$ cat src/rtl/match_controller.sv
// Pong match sequencer: serve countdown, scoring from miss events, win detection,
// start/pause button handling. Drives the game-logic restart/pause controls.
module match_controller #(
  parameter int unsigned WIN_SCORE   = 7,
  parameter int unsigned SCORE_W     = 4,
  parameter int unsigned SERVE_DELAY = 64,
  parameter int unsigned CNT_W       = 8
) (
  input  logic               clk,
  input  logic               rst,
  input  logic               tick,
  input  logic               btn_start,
  input  logic               btn_pause,
  input  logic               miss_left,
  input  logic               miss_right,
  output logic               game_rst,
  output logic               game_pause,
  output logic [SCORE_W-1:0] score_left,
  output logic [SCORE_W-1:0] score_right,
  output logic [1:0]         winner,
  output logic [2:0]         state
);

  typedef enum logic [2:0] {
    IDLE   = 3'd0,
    SERVE  = 3'd1,
    PLAY   = 3'd2,
    PAUSED = 3'd3,
    OVER   = 3'd4
  } state_t;

  localparam logic [SCORE_W-1:0] WIN_VAL   = SCORE_W'(WIN_SCORE);
  localparam logic [CNT_W-1:0]   DELAY_VAL = CNT_W'(SERVE_DELAY);
  localparam logic [CNT_W-1:0]   CNT_ONE   = CNT_W'(1);
  localparam logic [SCORE_W-1:0] SCORE_ONE = SCORE_W'(1);

  state_t             cur_state;
  logic [CNT_W-1:0]   serve_cnt;
  logic               start_prev;
  logic               pause_prev;
  logic               start_edge;
  logic               pause_edge;
  logic [SCORE_W-1:0] left_inc;
  logic [SCORE_W-1:0] right_inc;

  assign start_edge = btn_start & ~start_prev;
  assign pause_edge = btn_pause & ~pause_prev;
  assign left_inc   = score_left + SCORE_ONE;
  assign right_inc  = score_right + SCORE_ONE;
  assign state      = cur_state;

  // game_rst/game_pause are registered alongside every transition so they
  // always reflect the state being entered on the same edge.
  always_ff @(posedge clk or negedge rst) begin
    if (!rst) begin
      cur_state   <= IDLE;
      serve_cnt   <= '0;
      score_left  <= '0;
      score_right <= '0;
      winner      <= '0;
      game_rst    <= 1'b1;
      game_pause  <= 1'b1;
      start_prev  <= 1'b1;
      pause_prev  <= 1'b1;
    end else begin
      start_prev <= btn_start;
      pause_prev <= btn_pause;
      case (cur_state)
        IDLE, OVER: begin
          game_rst   <= 1'b1;
          game_pause <= 1'b1;
          if (start_edge) begin
            score_left  <= '0;
            score_right <= '0;
            winner      <= '0;
            serve_cnt   <= DELAY_VAL;
            cur_state   <= SERVE;
          end
        end

        SERVE: begin
          game_rst   <= 1'b1;
          game_pause <= 1'b1;
          if (tick) begin
            serve_cnt <= serve_cnt - CNT_ONE;
            if (serve_cnt == CNT_ONE) begin
              cur_state  <= PLAY;
              game_rst   <= 1'b0;
              game_pause <= 1'b0;
            end
          end
        end

        PLAY: begin
          game_rst   <= 1'b0;
          game_pause <= 1'b0;
          if (miss_left && miss_right) begin
            serve_cnt  <= DELAY_VAL;
            cur_state  <= SERVE;
            game_rst   <= 1'b1;
            game_pause <= 1'b1;
          end else if (miss_left) begin
            score_right <= right_inc;
            game_rst    <= 1'b1;
            game_pause  <= 1'b1;
            if (right_inc == WIN_VAL) begin
              winner    <= 2'b10;
              cur_state <= OVER;
            end else begin
              serve_cnt <= DELAY_VAL;
              cur_state <= SERVE;
            end
          end else if (miss_right) begin
            score_left <= left_inc;
            game_rst   <= 1'b1;
            game_pause <= 1'b1;
            if (left_inc == WIN_VAL) begin
              winner    <= 2'b01;
              cur_state <= OVER;
            end else begin
              serve_cnt <= DELAY_VAL;
              cur_state <= SERVE;
            end
          end else if (pause_edge) begin
            cur_state  <= PAUSED;
            game_pause <= 1'b1;
          end
        end

        PAUSED: begin
          game_rst   <= 1'b0;
          game_pause <= 1'b1;
          if (pause_edge) begin
            cur_state  <= PLAY;
            game_pause <= 1'b0;
          end
        end

        default: begin
          cur_state  <= IDLE;
          game_rst   <= 1'b1;
          game_pause <= 1'b1;
        end
      endcase
    end
  end

endmodule

$ cat config.mk
export PLATFORM = sky130hd
export DESIGN_NAME = match_controller
export DESIGN_NICKNAME = d
export VERILOG_FILES = /design/src/rtl/match_controller.sv
export SDC_FILE = /design/constraint.sdc
export NUM_CORES = 1
export LEC_CHECK = 0
export ABC_AREA = 1
export CAP_MARGIN = 0
export CORE_ASPECT_RATIO = 1.25
export CORE_UTILIZATION = 55
export DETAILED_ROUTE_END_ITERATION = 10
export GPL_ROUTABILITY_DRIVEN = 0
export HOLD_SLACK_MARGIN = 0.03
export PLACE_DENSITY = 0.8
export SETUP_SLACK_MARGIN = 0.15
export SLEW_MARGIN = 20
export SYNTH_ARGS = -nofsm -noshare
export SYNTH_HDL_FRONTEND = slang
export SYNTH_SLANG_ARGS = --single-unit
$ cat constraint.sdc
create_clock -name clk -period 1.65 [get_ports clk]
set_input_delay 0.4125 -clock clk [delete_from_list [all_inputs] [get_ports clk]]
set_output_delay 0.4125 -clock clk [all_outputs]
set_load 0.02 [all_outputs]
==> impl_summary.md <==
Clock tree
The total clock buffers created by CTS is 3. The number of buffers inserted for hold repair after clock tree synthesis is 0. The insertion delay to the later sink of the worst-skew pair is 0.33 ns. After clock tree synthesis, the clock-pin slew on the worst setup and hold paths is 0.15 ns.

The TritonCTS sink count is 25. In this run the number of H-tree levels came out at 1. TritonCTS built the clock tree.

The clock passes through at most 2 buffers. The root buffer cell is clkbuf_4.

Synthesis
The sequential area share after synthesis is 0.373. The per-instance average area after synthesis is 7.41 sq um. The share of synthesized area in the top cell type comes to 0.311. In this run, synthesis produced a sequential element count of 25. Synthesis handed over a netlist of 228 instances. Of the total synthesized cell area, the portion taken by XOR and XNOR cells is 0.0207. Of the total synthesized cell area, the portion taken by AND, OR, NAND and NOR gates is 0.448.

The area fraction in compound gates after synthesis was 0.0318. In the post-synthesis netlist, the cell with the most instances is nand2_1. The arithmetic-cell share of the synthesized area counting full adders, half adders and majority gates is 0.0444. Counting every net in the synthesized netlist gives 241. After synthesis, the share of cell area in mux cells is 0.

The number of unique standard cell types used by synthesis is 28. Ranked by total cell area, the synthesized netlist is headed by dfrtp_1 (31%), nand2_1 (16%), inv_1 (6.9%). After synthesis, the largest family of logic cells by area is simple AND/OR/NAND/NOR gates. The biggest area contributor in the post-synthesis netlist is dfrtp_1.

Among all flip-flop cells after synthesis, the most frequent one is dfrtp_1. Summing every instance area after synthesis gives 0.00169 sq mm. Ranked by instance count, the synthesized netlist is headed by nand2_1 (73), inv_1 (31), nor2_1 (25).

The share of async-settable or async-resettable flops after synthesis is 1.00. Yosys printed 0 warnings. Yosys mapped a number of flops with a built-in enable equal to 0.

Final layout
The fraction of layout cells with a size suffix above 1 is 0.392. The layout filler cell count is 225. The net total in the final layout is 297. The repair_antennas step left the layout with diodes totalling 0. The growth of design area from synthesis to finish is 35.5%. Summing all multi-input logic gate instances after layout gives 0.00105 sq mm. The finished layout holds 319 standard cells, fillers aside.

The core occupancy in the finished layout is 0.785. The sequential cells in the finished layout cover a total of 638 sq um.

Global routing
For this run the aggregate overflow at the end of global routing stands at 0. For this run, global-route usage on met3 was measured as 0.0310. The first-pass GRT wire length is 6590 um.

met2 is the most crowded layer. The aggregate global-route resource usage is 0.264. Entering global routing, the biggest net connects 26 pins. For met2 alone, demand over resource in global routing was 0.477. The initial antenna violation count came to 0.

The global-route track usage on met1 is 0.317. The number of global-route vias before repair is 1541.

Timing
Of the available clock period, the critical path in the final layout requires 0.897. Timing would allow up to 0.676 GHz. The remaining max-slew budget at the tightest pin is 0.783. The smallest hold slack is 0.218 ns. The final period demand of the worst path is 1.48 ns.

The final count of hold timing violations was 0. For the final database, setup skew stands at 0.00562 ns. The worst path meets setup with 0.171 ns of slack. The number of max-slew violations in the final report was 0. The final total negative setup slack is 0 ns.

At the pin with the least slew margin, the transition time is 0.325 ns. Setup violations remaining at the end of the flow were counted as 0. Setup repair after global routing could not meet its margin everywhere.

Worst setup path
STA puts the critical path data arrival time at 1.76 ns. The element type at the critical path start is a register. The critical path goes through ha_1, nand2_1, nand3_2, nor2_4, nand2_4, nand3_4, nand2_1, nand2_1. The largest single stage delay on the critical path is 0.47 ns. The cell repeated most along the worst path is nand2_1. Counting both buffers and inverters, the worst setup path holds a total of 0. The capturing element type of the critical path is a register. The top cell family by delay on the critical path is simple AND/OR/NAND/NOR gates. In this run the worst path has a maximum fanout of 8. The category of the most critical setup path is reg -> reg. The data required time at the worst endpoint is 1.93 ns. On the critical path, the stage with the largest delay is an instance of dfrtp_2.

Die
Pin placement for this block handled 22 I/O pins. The floorplan die height is 64.0 um. The starting density of the core is 0.579. The core region is 0.00292 sq mm. The x dimension of the die is 51.6 um. The die covers 0.00330 sq mm. The count of standard-cell rows is 22.

Routing
The routed via count divided by cell count is 5.24. The iteration-0 DRC count of the detailed router is 45. The residual antenna-violating net count after detailed routing is 0. The DRC violation count after routing is 0. Detailed routing inserted a total of 1671 vias. In the final routed layout, each cell accounts on average for 13.0 um.

The number of iterations in the first detailed-routing pass is 5. For this block, the routed nets add up to 4150 um of wire.

Power and ir drop
The total leakage power is 1.25 nW. The worst-case IR drop observed on VDD is 1070 uV. Dividing total power by cell area gives a power density of 1510 mW/mm^2.

Job
The max-capacitance violation count is 0.

Placed design
The cell total after placement is 299. The total half-perimeter wirelength after legalization and detailed placement is 2760 um. The total of buffers placed on input and output ports is 21. The worst slack at placement is -0.184 ns.

Hold path
The path class of the lowest-slack min-delay path is in -> reg.

Status
The run finished with clean final reports.
==> logic make-up after synthesis <==
logic type / Yosys count
flops: 25
buf+inv: 37
compound gates: 8
xor+xnor: 4
simple gates: 148
fa+ha+maj: 6
==> registers in the layout, summed over array words and instances, names as in the netlist <==
| register | count |
|---|---|
| state | 3 |
| winner | 2 |
| score_right | 4 |
| score_left | 4 |
| serve_cnt | 8 |
| pause_prev | 1 |
| game_pause | 1 |
| start_prev | 1 |
| game_rst | 1 |
==> per-stage QoR <==
step	cell area [sq um]	total power, mW
detailed placement	2050	2.81
finish	2290	3.46
global placement	2050	2.77
floorplan	1690	2.24
global route	2290	3.74
CTS	2160	3.16
==> layout make-up <==
class                   instances  area share
flip-flops and latches         25       0.279
clock buffers                   3     0.00984
well taps                      36      0.0197
clock inverters                 1     0.00219
multi-input cells             167       0.458
inverters                      37      0.0628
repair buffers                 50       0.169
==> worst paths after layout <==
path	start	endpoint	slack [ns]	cells after the start
setup / recovery	score_right[0]	serve_cnt[4]	0.17	8
hold / removal	btn_start	start_prev	0.22	1
setup reg to reg	score_right[0]	serve_cnt[4]	0.17	8
hold reg to reg	winner[0]	winner[0]	0.50	2
max in group asynchronous	rst	pause_prev	0.92	2
min in group asynchronous	rst	score_left[1]	0.43	2
==> repair_timing <==
action                     4_1_cts  5_1_grt
pin swaps                        3       23
cloned                           0        1
gates resized for setup         43       52
setup endpoints to repair       26       32
buffers inserted                 8        7
==> layer usage <==
metal | routed length [um] | vias to the layer above | share of wire
met4 | 62 | 0 | 0.015
met2 | 2260 | 35 | 0.55
met1 | 1720 | 803 | 0.41
li1 | - | 827 | -
met3 | 101 | 6 | 0.024
met5 | 0 | - | 0
==> layout by cell type, fill, tap and decap left out, types with 2 or more instances in the layout <==
| cell | instances |
|---|---|
| buf_2 | 4 |
| buf_4 | 27 |
| buf_6 | 2 |
| clkbuf_2 | 7 |
| clkbuf_4 | 3 |
| clkdlybuf4s50_1 | 3 |
| dfrtp_1 | 15 |
| dfrtp_2 | 6 |
| dfstp_2 | 4 |
| dlygate4sd2_1 | 2 |
| dlymetal6s2s_1 | 3 |
| ha_1 | 4 |
| inv_1 | 25 |
| inv_2 | 10 |
| inv_4 | 2 |
| nand2_1 | 63 |
| nand2_2 | 12 |
| nand2_4 | 2 |
| nand3_1 | 16 |
| nand3_2 | 6 |
| nand3_4 | 4 |
| nand4_1 | 11 |
| nor2_1 | 18 |
| nor2_2 | 4 |
| nor2_4 | 7 |
| o21ai_1 | 2 |
| o21ai_2 | 2 |
| xor2_1 | 3 |
==> power by group <==
group / leakage, nW / switching [mW] / internal, mW
combinational: 0.913 / 1.29 / 0.907
sequential: 0.314 / 0.170 / 0.799
clock: 0.0177 / 0.201 / 0.0910
total: 1.25 / 1.66 / 1.80
(Power assumes the default switching activity.)
